===== config.mk =====
export PLATFORM = sky130hd
export DESIGN_NAME = vrf_pair_sequencer_flat
export DESIGN_NICKNAME = d
export VERILOG_FILES = /design/src/rtl/vrf_pair_sequencer_if.sv /design/src/rtl/vrf_pair_sequencer.sv /design/src/flat_wrapper.sv
export SDC_FILE = /design/constraint.sdc
export NUM_CORES = 1
export LEC_CHECK = 0
export CAP_MARGIN = 0
export CORE_MARGIN = 2
export CORE_UTILIZATION = 59
export CTS_BUF_LIST = sky130_fd_sc_hd__clkbuf_8
export CTS_CLUSTER_DIAMETER = 100
export DETAILED_ROUTE_END_ITERATION = 10
export PLACE_DENSITY = 0.91
export SLEW_MARGIN = 40
export SYNTH_ARGS = -nofsm -noshare
export SYNTH_HDL_FRONTEND = slang
export SYNTH_SLANG_ARGS = --single-unit

===== constraint.sdc =====
create_clock -name clk -period 10.5 [get_ports clk]
set_input_delay 2.1 -clock clk [delete_from_list [all_inputs] [get_ports clk]]
set_output_delay 2.1 -clock clk [all_outputs]
set_load 0.01 [all_outputs]

===== src/rtl/vrf_pair_sequencer_if.sv =====
// vrf_pair_sequencer_if: bundles the command, VRF, operand and result signals
// of the VRF pair sequencer. The "master" modport is the sequencer side and
// the "slave" modport is the surrounding system (requester, VRF, compute unit).
//
// Handshake semantics, for every valid/ready pair here (cmd, op, res):
//   a transfer happens on a rising clk edge where valid and ready are both 1;
//   once valid is raised the sender holds it and its payload stable until that
//   transfer; ready may rise and fall freely and never waits on valid.
interface vrf_pair_sequencer_if #(
   parameter int DW = 64,
   parameter int AW = 5
);
   // command channel
   logic          cmd_valid;
   logic          cmd_ready;
   logic [AW-1:0] cmd_src;
   logic [AW-1:0] cmd_dst;
   logic [AW:0]   cmd_len;
   logic          done;

   // VRF read port (dual-word read, registered in the VRF)
   logic [1:0]    vrf_r_am;
   logic [AW-1:0] vrf_r_addr;
   logic [DW-1:0] vrf_rd_a;
   logic [DW-1:0] vrf_rd_b;

   // VRF write port
   logic [1:0]    vrf_w_am;
   logic [AW-1:0] vrf_w_addr;
   logic [DW-1:0] vrf_wdata;

   // operand stream to the compute unit
   logic          op_valid;
   logic          op_ready;
   logic [DW-1:0] op_a;
   logic [DW-1:0] op_b;

   // result stream from the compute unit
   logic          res_valid;
   logic          res_ready;
   logic [DW-1:0] res_data;

   modport master (
      input  cmd_valid, cmd_src, cmd_dst, cmd_len,
      output cmd_ready, done,
      output vrf_r_am, vrf_r_addr,
      input  vrf_rd_a, vrf_rd_b,
      output vrf_w_am, vrf_w_addr, vrf_wdata,
      output op_valid, op_a, op_b,
      input  op_ready,
      input  res_valid, res_data,
      output res_ready
   );

   modport slave (
      output cmd_valid, cmd_src, cmd_dst, cmd_len,
      input  cmd_ready, done,
      input  vrf_r_am, vrf_r_addr,
      output vrf_rd_a, vrf_rd_b,
      input  vrf_w_am, vrf_w_addr, vrf_wdata,
      input  op_valid, op_a, op_b,
      output op_ready,
      output res_valid, res_data,
      input  res_ready
   );
endinterface


===== src/rtl/vrf_pair_sequencer.sv =====
// vrf_pair_sequencer: compute-side master for the 32x64 VRF. For one command
// it reads len operand pairs starting at src (stride 2, 5-bit wrap), streams
// them to the compute unit through a small FIFO, and writes len results back
// starting at dst (stride 1, 5-bit wrap).
// Optional feature: define VRF_SEQ_PERF_EN to add perf_busy/perf_stall
// saturating cycle counters.
// dbg_state exposes the FSM state (0 IDLE, 1 RUN, 2 WAIT, 3 DONE).
module vrf_pair_sequencer #(
   parameter int DW     = 64,
   parameter int AW     = 5,
   parameter int FDEPTH = 4
) (
   input  logic                 clk,
   input  logic                 rst,
   vrf_pair_sequencer_if.master bus,
`ifdef VRF_SEQ_PERF_EN
   output logic [15:0]          perf_busy,
   output logic [15:0]          perf_stall,
`endif
   output logic [1:0]           dbg_state
);

   localparam int          PW       = $clog2(FDEPTH);
   localparam int          CW       = PW + 1;
   localparam logic [CW:0] FDEPTH_W = (CW+1)'(FDEPTH);

   typedef enum logic [1:0] {
      S_IDLE = 2'd0,
      S_RUN  = 2'd1,
      S_WAIT = 2'd2,
      S_DONE = 2'd3
   } state_t;

   state_t state_q, state_d;

   // command progress
   logic [AW:0]   len_q;
   logic [AW:0]   rd_cnt_q;
   logic [AW:0]   wr_cnt_q;
   logic [AW-1:0] rd_addr_q;
   logic [AW-1:0] wr_addr_q;
   logic          rd_pend_q;

   // operand FIFO, each entry is {op_a, op_b}
   logic [2*DW-1:0] fifo_mem [FDEPTH];
   logic [PW-1:0]   wr_ptr_q;
   logic [PW-1:0]   rd_ptr_q;
   logic [CW-1:0]   fcount_q;

   // registered VRF write strobe
   logic [1:0]    w_am_q;
   logic [AW-1:0] w_addr_q;
   logic [DW-1:0] wdata_q;

   logic cmd_fire;
   logic rd_issue;
   logic fifo_push;
   logic fifo_pop;
   logic fifo_ne;
   logic res_open;
   logic res_fire;

   // FSM state register
   always_ff @(posedge clk) begin
      if (rst) state_q <= S_IDLE;
      else     state_q <= state_d;
   end

   // FSM next state plus the per-cycle strobes that depend on it
   always_comb begin
      state_d   = state_q;
      cmd_fire  = 1'b0;
      rd_issue  = 1'b0;
      res_open  = 1'b0;
      fifo_ne   = (fcount_q != '0);
      fifo_pop  = fifo_ne && bus.op_ready;
      fifo_push = rd_pend_q;
      case (state_q)
         S_IDLE: begin
            cmd_fire = bus.cmd_valid;
            if (bus.cmd_valid) state_d = (bus.cmd_len == '0) ? S_DONE : S_RUN;
         end
         S_RUN: begin
            // one read in flight at most, and never more than the FIFO can absorb
            rd_issue = (rd_cnt_q < len_q) &&
                       (({1'b0, fcount_q} + {{CW{1'b0}}, rd_pend_q}) < FDEPTH_W);
            res_open = (wr_cnt_q < len_q);
            if (rd_cnt_q == len_q) state_d = S_WAIT;
         end
         S_WAIT: begin
            res_open = (wr_cnt_q < len_q);
            // the final write strobe is on the VRF port in this cycle
            if (wr_cnt_q == len_q) state_d = S_DONE;
         end
         S_DONE: state_d = S_IDLE;
         default: state_d = S_IDLE;
      endcase
      // reset kills any read strobe in the very cycle it is asserted
      if (rst) rd_issue = 1'b0;
      res_fire = res_open && bus.res_valid;
   end

   // command latch, read/write counters and the registered write strobe
   always_ff @(posedge clk) begin
      if (rst) begin
         len_q     <= '0;
         rd_cnt_q  <= '0;
         wr_cnt_q  <= '0;
         rd_addr_q <= '0;
         wr_addr_q <= '0;
         rd_pend_q <= 1'b0;
         w_am_q    <= 2'b00;
         w_addr_q  <= '0;
         wdata_q   <= '0;
      end else begin
         if (cmd_fire) begin
            len_q     <= bus.cmd_len;
            rd_cnt_q  <= '0;
            wr_cnt_q  <= '0;
            rd_addr_q <= bus.cmd_src;
            wr_addr_q <= bus.cmd_dst;
         end
         if (rd_issue) begin
            rd_addr_q <= rd_addr_q + AW'(2);
            rd_cnt_q  <= rd_cnt_q + (AW+1)'(1);
         end
         rd_pend_q <= rd_issue;
         w_am_q    <= res_fire ? 2'b01 : 2'b00;
         if (res_fire) begin
            w_addr_q  <= wr_addr_q;
            wdata_q   <= bus.res_data;
            wr_addr_q <= wr_addr_q + AW'(1);
            wr_cnt_q  <= wr_cnt_q + (AW+1)'(1);
         end
      end
   end

   // FIFO pointers and occupancy; push and pop may coincide at any fill level
   always_ff @(posedge clk) begin
      if (rst) begin
         wr_ptr_q <= '0;
         rd_ptr_q <= '0;
         fcount_q <= '0;
      end else begin
         if (fifo_push) wr_ptr_q <= wr_ptr_q + PW'(1);
         if (fifo_pop)  rd_ptr_q <= rd_ptr_q + PW'(1);
         fcount_q <= fcount_q + {{(CW-1){1'b0}}, fifo_push} - {{(CW-1){1'b0}}, fifo_pop};
      end
   end

   // FIFO storage: capture the VRF pair the cycle after the read strobe
   always_ff @(posedge clk) begin
      if (fifo_push) fifo_mem[wr_ptr_q] <= {bus.vrf_rd_a, bus.vrf_rd_b};
   end

   assign bus.cmd_ready  = (state_q == S_IDLE);
   assign bus.done       = (state_q == S_DONE);
   assign bus.vrf_r_am   = {1'b0, rd_issue};
   assign bus.vrf_r_addr = rd_addr_q;
   assign bus.vrf_w_am   = w_am_q;
   assign bus.vrf_w_addr = w_addr_q;
   assign bus.vrf_wdata  = wdata_q;
   assign bus.op_valid   = fifo_ne;
   // an empty FIFO presents zeros rather than stale entries
   assign bus.op_a       = fifo_ne ? fifo_mem[rd_ptr_q][2*DW-1:DW] : '0;
   assign bus.op_b       = fifo_ne ? fifo_mem[rd_ptr_q][DW-1:0]    : '0;
   assign bus.res_ready  = res_open;
   assign dbg_state      = state_q;

`ifdef VRF_SEQ_PERF_EN
   // saturating busy/stall counters, cleared by reset and by each new command
   always_ff @(posedge clk) begin
      if (rst || cmd_fire) begin
         perf_busy  <= '0;
         perf_stall <= '0;
      end else begin
         if ((state_q != S_IDLE) && (perf_busy != 16'hFFFF))
            perf_busy <= perf_busy + 16'd1;
         if (fifo_ne && !bus.op_ready && (perf_stall != 16'hFFFF))
            perf_stall <= perf_stall + 16'd1;
      end
   end
`endif

endmodule


===== src/flat_wrapper.sv =====
// flat-port wrapper written by rule: the top's interface ports become plain ports
module vrf_pair_sequencer_flat 
#(
   parameter int DW     = 64,
   parameter int AW     = 5,
   parameter int FDEPTH = 4
)
  (clk, rst, dbg_state, bus_cmd_valid, bus_cmd_src, bus_cmd_dst, bus_cmd_len, bus_cmd_ready, bus_done, bus_vrf_r_am, bus_vrf_r_addr, bus_vrf_rd_a, bus_vrf_rd_b, bus_vrf_w_am, bus_vrf_w_addr, bus_vrf_wdata, bus_op_valid, bus_op_a, bus_op_b, bus_op_ready, bus_res_valid, bus_res_data, bus_res_ready);
  vrf_pair_sequencer_if #(.DW(DW), .AW(AW)) bus_i ();
  input  logic clk;
  input  logic rst;
  output logic [1:0] dbg_state;
  input wire logic [$bits(bus_i.cmd_valid)-1:0] bus_cmd_valid;
  input wire logic [$bits(bus_i.cmd_src)-1:0] bus_cmd_src;
  input wire logic [$bits(bus_i.cmd_dst)-1:0] bus_cmd_dst;
  input wire logic [$bits(bus_i.cmd_len)-1:0] bus_cmd_len;
  output wire logic [$bits(bus_i.cmd_ready)-1:0] bus_cmd_ready;
  output wire logic [$bits(bus_i.done)-1:0] bus_done;
  output wire logic [$bits(bus_i.vrf_r_am)-1:0] bus_vrf_r_am;
  output wire logic [$bits(bus_i.vrf_r_addr)-1:0] bus_vrf_r_addr;
  input wire logic [$bits(bus_i.vrf_rd_a)-1:0] bus_vrf_rd_a;
  input wire logic [$bits(bus_i.vrf_rd_b)-1:0] bus_vrf_rd_b;
  output wire logic [$bits(bus_i.vrf_w_am)-1:0] bus_vrf_w_am;
  output wire logic [$bits(bus_i.vrf_w_addr)-1:0] bus_vrf_w_addr;
  output wire logic [$bits(bus_i.vrf_wdata)-1:0] bus_vrf_wdata;
  output wire logic [$bits(bus_i.op_valid)-1:0] bus_op_valid;
  output wire logic [$bits(bus_i.op_a)-1:0] bus_op_a;
  output wire logic [$bits(bus_i.op_b)-1:0] bus_op_b;
  input wire logic [$bits(bus_i.op_ready)-1:0] bus_op_ready;
  input wire logic [$bits(bus_i.res_valid)-1:0] bus_res_valid;
  input wire logic [$bits(bus_i.res_data)-1:0] bus_res_data;
  output wire logic [$bits(bus_i.res_ready)-1:0] bus_res_ready;
  assign bus_i.cmd_valid = bus_cmd_valid;
  assign bus_i.cmd_src = bus_cmd_src;
  assign bus_i.cmd_dst = bus_cmd_dst;
  assign bus_i.cmd_len = bus_cmd_len;
  assign bus_cmd_ready = bus_i.cmd_ready;
  assign bus_done = bus_i.done;
  assign bus_vrf_r_am = bus_i.vrf_r_am;
  assign bus_vrf_r_addr = bus_i.vrf_r_addr;
  assign bus_i.vrf_rd_a = bus_vrf_rd_a;
  assign bus_i.vrf_rd_b = bus_vrf_rd_b;
  assign bus_vrf_w_am = bus_i.vrf_w_am;
  assign bus_vrf_w_addr = bus_i.vrf_w_addr;
  assign bus_vrf_wdata = bus_i.vrf_wdata;
  assign bus_op_valid = bus_i.op_valid;
  assign bus_op_a = bus_i.op_a;
  assign bus_op_b = bus_i.op_b;
  assign bus_i.op_ready = bus_op_ready;
  assign bus_i.res_valid = bus_res_valid;
  assign bus_i.res_data = bus_res_data;
  assign bus_res_ready = bus_i.res_ready;
  vrf_pair_sequencer #(.DW(DW), .AW(AW), .FDEPTH(FDEPTH)) u_core (.clk(clk), .rst(rst), .bus(bus_i), .dbg_state(dbg_state));
endmodule

# Word-level counts from Yosys, hierarchy flattened
# Memories as Yosys holds them, arrays and structs flattened. A register that Yosys moved wholly into a read port is not among the register bits.
# Index checks and enable logic that the tools add are counted.
word_totals:
  out_inout_bits: 212
  mem_count: 1
  inputBits: 213
  wordCells: 67
  ff_bits: 109
  ramBits: 512
classes:
  eq_ne: 8
  reduce_logical: 10
  muxes: 23
  addsub: 9
  n_lt_le_gt_ge: 3
mem_list:
  columns: ["memory", "words", "word_bits", "rd", "rd_ports_with_merged_regs", "write_ports", "line_no", "rtl"]
  rows:
  - ["u_core.fifo_mem", 4, 128, 1, 1, 1, "vrf_pair_sequencer.sv:45", "logic [2*DW-1:0] fifo_mem [FDEPTH];"]
ops:
  columns: ["operator", "count"]
  rows:
  - ["64-bit two-way mux", 2]
  - ["5-bit two-way mux", 4]
  - ["6-bit two-way mux", 3]
  - ["6-bit by 1-bit adder with 6-bit output (second input constant)", 2]
  - ["6-bit == test", 2]
  - ["6-bit less-than comparator", 2]
  - ["2-bit two-way mux", 6]
  - ["2-bit one-hot mux with 4 select lines", 1]
  - ["1-bit two-way mux", 7]
  - ["6-bit zero test", 1]
  - ["5-bit by 1-bit adder with 5-bit output (second input constant)", 1]
  - ["5-bit by 2-bit adder with 5-bit output (second input constant)", 1]
  - ["2-bit by 1-bit adder with 2-bit output (second input constant)", 2]
  - ["3-bit by 1-bit adder with 4-bit output", 1]
  - ["2-bit == test (second input constant)", 2]
  - ["4-bit by 3-bit less-than comparator with 1-bit output (second input constant)", 1]
  - ["2-bit by 1-bit inequality test with 1-bit output (second input constant)", 2]
  - ["2-bit nonzero test", 2]
  - ["3-bit by 1-bit adder with 3-bit output", 1]
  - ["1-bit logical AND", 3]
  - ["3-bit AND reduction", 1]
  - ["3-bit nonzero test", 1]
  - ["3-bit by 1-bit subtractor with 3-bit output", 1]
  - ["2-bit by 1-bit == test with 1-bit output (second input constant)", 1]
  - ["other kinds (3)", 3]

# Logic depth before layout (Yosys ltp)
depth:
  word_depth: 6
  ltp_mapped: 10
  ltp_nobuf: 9

# Worst setup path after synthesis
# No wires, ideal clock.
synth_timing:
  kind: "input -> output"
  from: "input port rst"
  to: "output port bus_vrf_r_am[0]"
  required_ns: 8.400
  t_arrival_ns: 2.807
  slack_ns: 5.593
  cell_stages: 6
  cell_sequence: "nor2_1 > o2111a_1 > buf_2 > nand2_4 > inv_1 > buf_4"
synth_between:
  elab_chain_len: 1
synth_rtl:
  columns: ["element", "line_no", "rtl"]
  rows:
  - ["start, declared", "flat_wrapper.sv:11", "input logic rst;"]
  - ["1-bit two-way mux", "vrf_pair_sequencer.sv:99", "if (rst) rd_issue = 1'b0;"]
  - ["end, declared", "flat_wrapper.sv:19", "output wire logic [$bits(bus_i.vrf_r_am)-1:0] bus_vrf_r_am;"]
# No other way between the ends.

# Final worst setup path
# Ends and elaborated chain as after synthesis.

==> results.ini <==
[sta]
timing.final.crit_period_ps = 6120
hold_violations = 0
rsz0062_at_grt = no
setup_ws_ps = 4380
setup_tns_ps = 0
skew_ps = 19.6
finalCritPeriodShare_pct = 58.2
slew_headroom_pct = 43.2
setup_viol = 0
finalMaxSlewViolations = 0
worstMarginPinSlew_ps = 852
fmax_mhz = 164

[routing]
drc = 0
wl_um = 57200
drt_first_iter_violations = 1156
ant_nets = 0
met2_length_um = 28900
wire_per_inst_um = 23.2
top_layer = met5
via_count = 14703
viasPerCell = 5.95
wl_met3_um = 4100
routedLengthMet1_um = 22400
detail_route.first_pass.iterations = 6

[worst_setup_path]
crit_type = in -> out
cp_max_fo = 104
start_kind = input pin
cp-end-kind = primary output
rr_startpoint = u_core.dbg_state[0]
crit_start = rst
cp_data_arrival_time_ps = 4020
cp.required_ps = 8400

[synth]
synth_seq_cells = 622
synth_edf_count = 512
yosysWarnings = 0
syn_area_um2 = 24400
yosysSeqAreaShare_pct = 72.2
yosysUniqueCellTypes = 54
postSynth.asyncResetShare_pct = 0
avgSynthCellArea_um2 = 17.1
ys.flop_type = edfxtp_1
synthCells = 1427

[cells_and_area]
syn_to_final_growth_pct = 26.2
final_common_cell = edfxtp_1
fillCellCount = 2329
layout_common_cells = edfxtp_1 (512), clkdlybuf4s50_1 (421), and2_1 (130)
drive_gt1_share_pct = 15.0
multi_input_comb_area_um2 = 6240
regArea_um2 = 17600
num-nets-final = 2105

[flow_run]
max_cap_violations = 0

[clock_tree]
clock_sinks = 622
clkLatencyLatePin_ps = 660
clkTransAtPathRegs_ps = 60
post_cts_buffers = 0
h-tree-depth = 3
cts.repair.resized = 0
cts_tree = yes
cts_hold_buf = 0
cts_max_path_buffers = 3
root_buffer = clkbuf_8
cts-buffers-inserted = 95

[pwr]
cellPowerDensity_nw_per_um2 = 224
ir_drop_v = 0.000271
p_leak_nw = 10.0

[grt]
grt_pass1_vias = 15195
grt_max_degree = 105
grt_use_total_pct = 26.4
antenna_found_initial = 7
grt_pass1_wl_um = 87700
overflow = 0

[floorplan]
fp.coreArea_um2 = 40800
ios = 425
initial_core_util_pct = 59.6
num_rows = 74
die_height_um = 207
die_x_um = 207
dieArea_um2 = 42900

[worst_hold_path]
hold_class = reg -> reg
hp-start = u_core.len_q[2]

[outcome]
outcome = complete, no violations

[place]
gp_congestion = 0.821
place_hpwl_um = 35500
dp_slack_ps = 4450
io_buffers = 422

sequential cells by signal, indices dropped and copies added (netlist names), named ones only:
| register | count |
|---|---|
| u_core.bus.vrf_r_addr | 5 |
| u_core.wr_cnt_q | 6 |
| u_core.len_q | 6 |
| u_core.fifo_push | 1 |
| u_core.bus.vrf_w_am | 1 |
| u_core.wr_addr_q | 5 |
| u_core.rd_cnt_q | 6 |
| u_core.wr_ptr_q | 2 |
| u_core.fcount_q | 3 |
| u_core.bus.vrf_w_addr | 5 |
| u_core.fifo_mem | 512 |
| u_core.bus.vrf_wdata | 64 |
| u_core.dbg_state | 2 |
| u_core.rd_ptr_q | 2 |
stage by stage:
stage          utilization (%)  std cells  power, W  hold slack, ps  cell area [um^2]
3_5_place_dp              71.0       2299   0.00508             449             29000
2_1_floorplan                -       1428   0.00415             436             24400
6_report                  75.3       2471   0.00688             460             30700
3_3_place_gp              70.8       2297   0.00502             446             28900
5_1_grt                   75.3       2470   0.00718             477             30700
4_1_cts                   75.3       2467   0.00693             457             30700
layout make-up:
cell class / count / share of cell area [%]
Multi-Input combinational cell: 684 / 20.3
Timing Repair Buffer: 440 / 14.3
Sequential cell: 622 / 57.2
Inverter: 21 / 0.256
Clock buffer: 102 / 4.57
Antenna cell: 4 / 0.0326
Tap cell: 532 / 2.17
Clock inverter: 66 / 1.16
cell usage after synthesis, drive strengths merged, types with 2 or more instances:
cell     instances  share of area, %
o22ai            7              0.18
o221ai           2             0.098
or2              2             0.051
o21ai           76               1.6
nand3           85               1.7
clkbuf          51              0.79
mux4           128                12
edfxtp         512                63
and2           134               3.4
buf             50               1.2
a21oi           85               1.8
a21o             2             0.062
o2111ai          3              0.13
a31oi            4              0.10
a311oi           2             0.072
mux2i            2             0.082
inv             21              0.32
a221oi           2             0.072
nand4b           5              0.18
o211ai          11              0.34
xnor2            3              0.11
nor2            16              0.25
ha              27               1.4
nor2b            5              0.16
o31ai            2             0.062
dfxtp          110               9.0
nand2           41              0.66
nand4            4              0.10
and3            12              0.31
o311ai           2             0.072
or4              4              0.12
nor3             6              0.12
worst max-delay path, stage by stage:
cell,delay [ps]
buf_2,100
buf_6,290
nor2_1,260
o2111a_1,440
nand2_4,130
inv_1,100
clkdlybuf4s50_1,550
worst paths after layout:
check                         to  slack (ps)  depth (start not counted)
max              bus_vrf_r_am[0]        4380                          7
min              u_core.len_q[2]         460                          2
max reg2reg  u_core.wr_addr_q[0]        7870                          8
min reg2reg      u_core.len_q[2]         460                          2
cell families (layout without fill, tap and decap cells):
family	Yosys count	count (layout)	share of synthesized area [%]
buffers and inverters	122	629	2.34
AO/OA/AOI/OAI	202	202	4.69
multiplexers	130	130	11.9
AND/OR/NAND/NOR	318	318	7.26
flip-flops	622	622	72.2
XOR/XNOR	4	4	0.144
other	1	6	0.0154
adder cells (fa/ha/maj)	28	28	1.47
power by group:
part	switching (W)	internal, W
Clock	0.000901	0.000950
Combinational	0.00106	0.00108
Sequential	0.0000943	0.00280
metal layers:
| metal | vias to the layer above | GRT usage, % |
|---|---|---|
| li1 | 6446 | - |
| met1 | 7424 | 35.1 |
| met2 | 692 | 43.5 |
| met3 | 135 | 6.12 |
| met4 | 6 | 9.09 |
| met5 | - | 0 |
No activity file was read; power rests on OpenSTA's default activity.
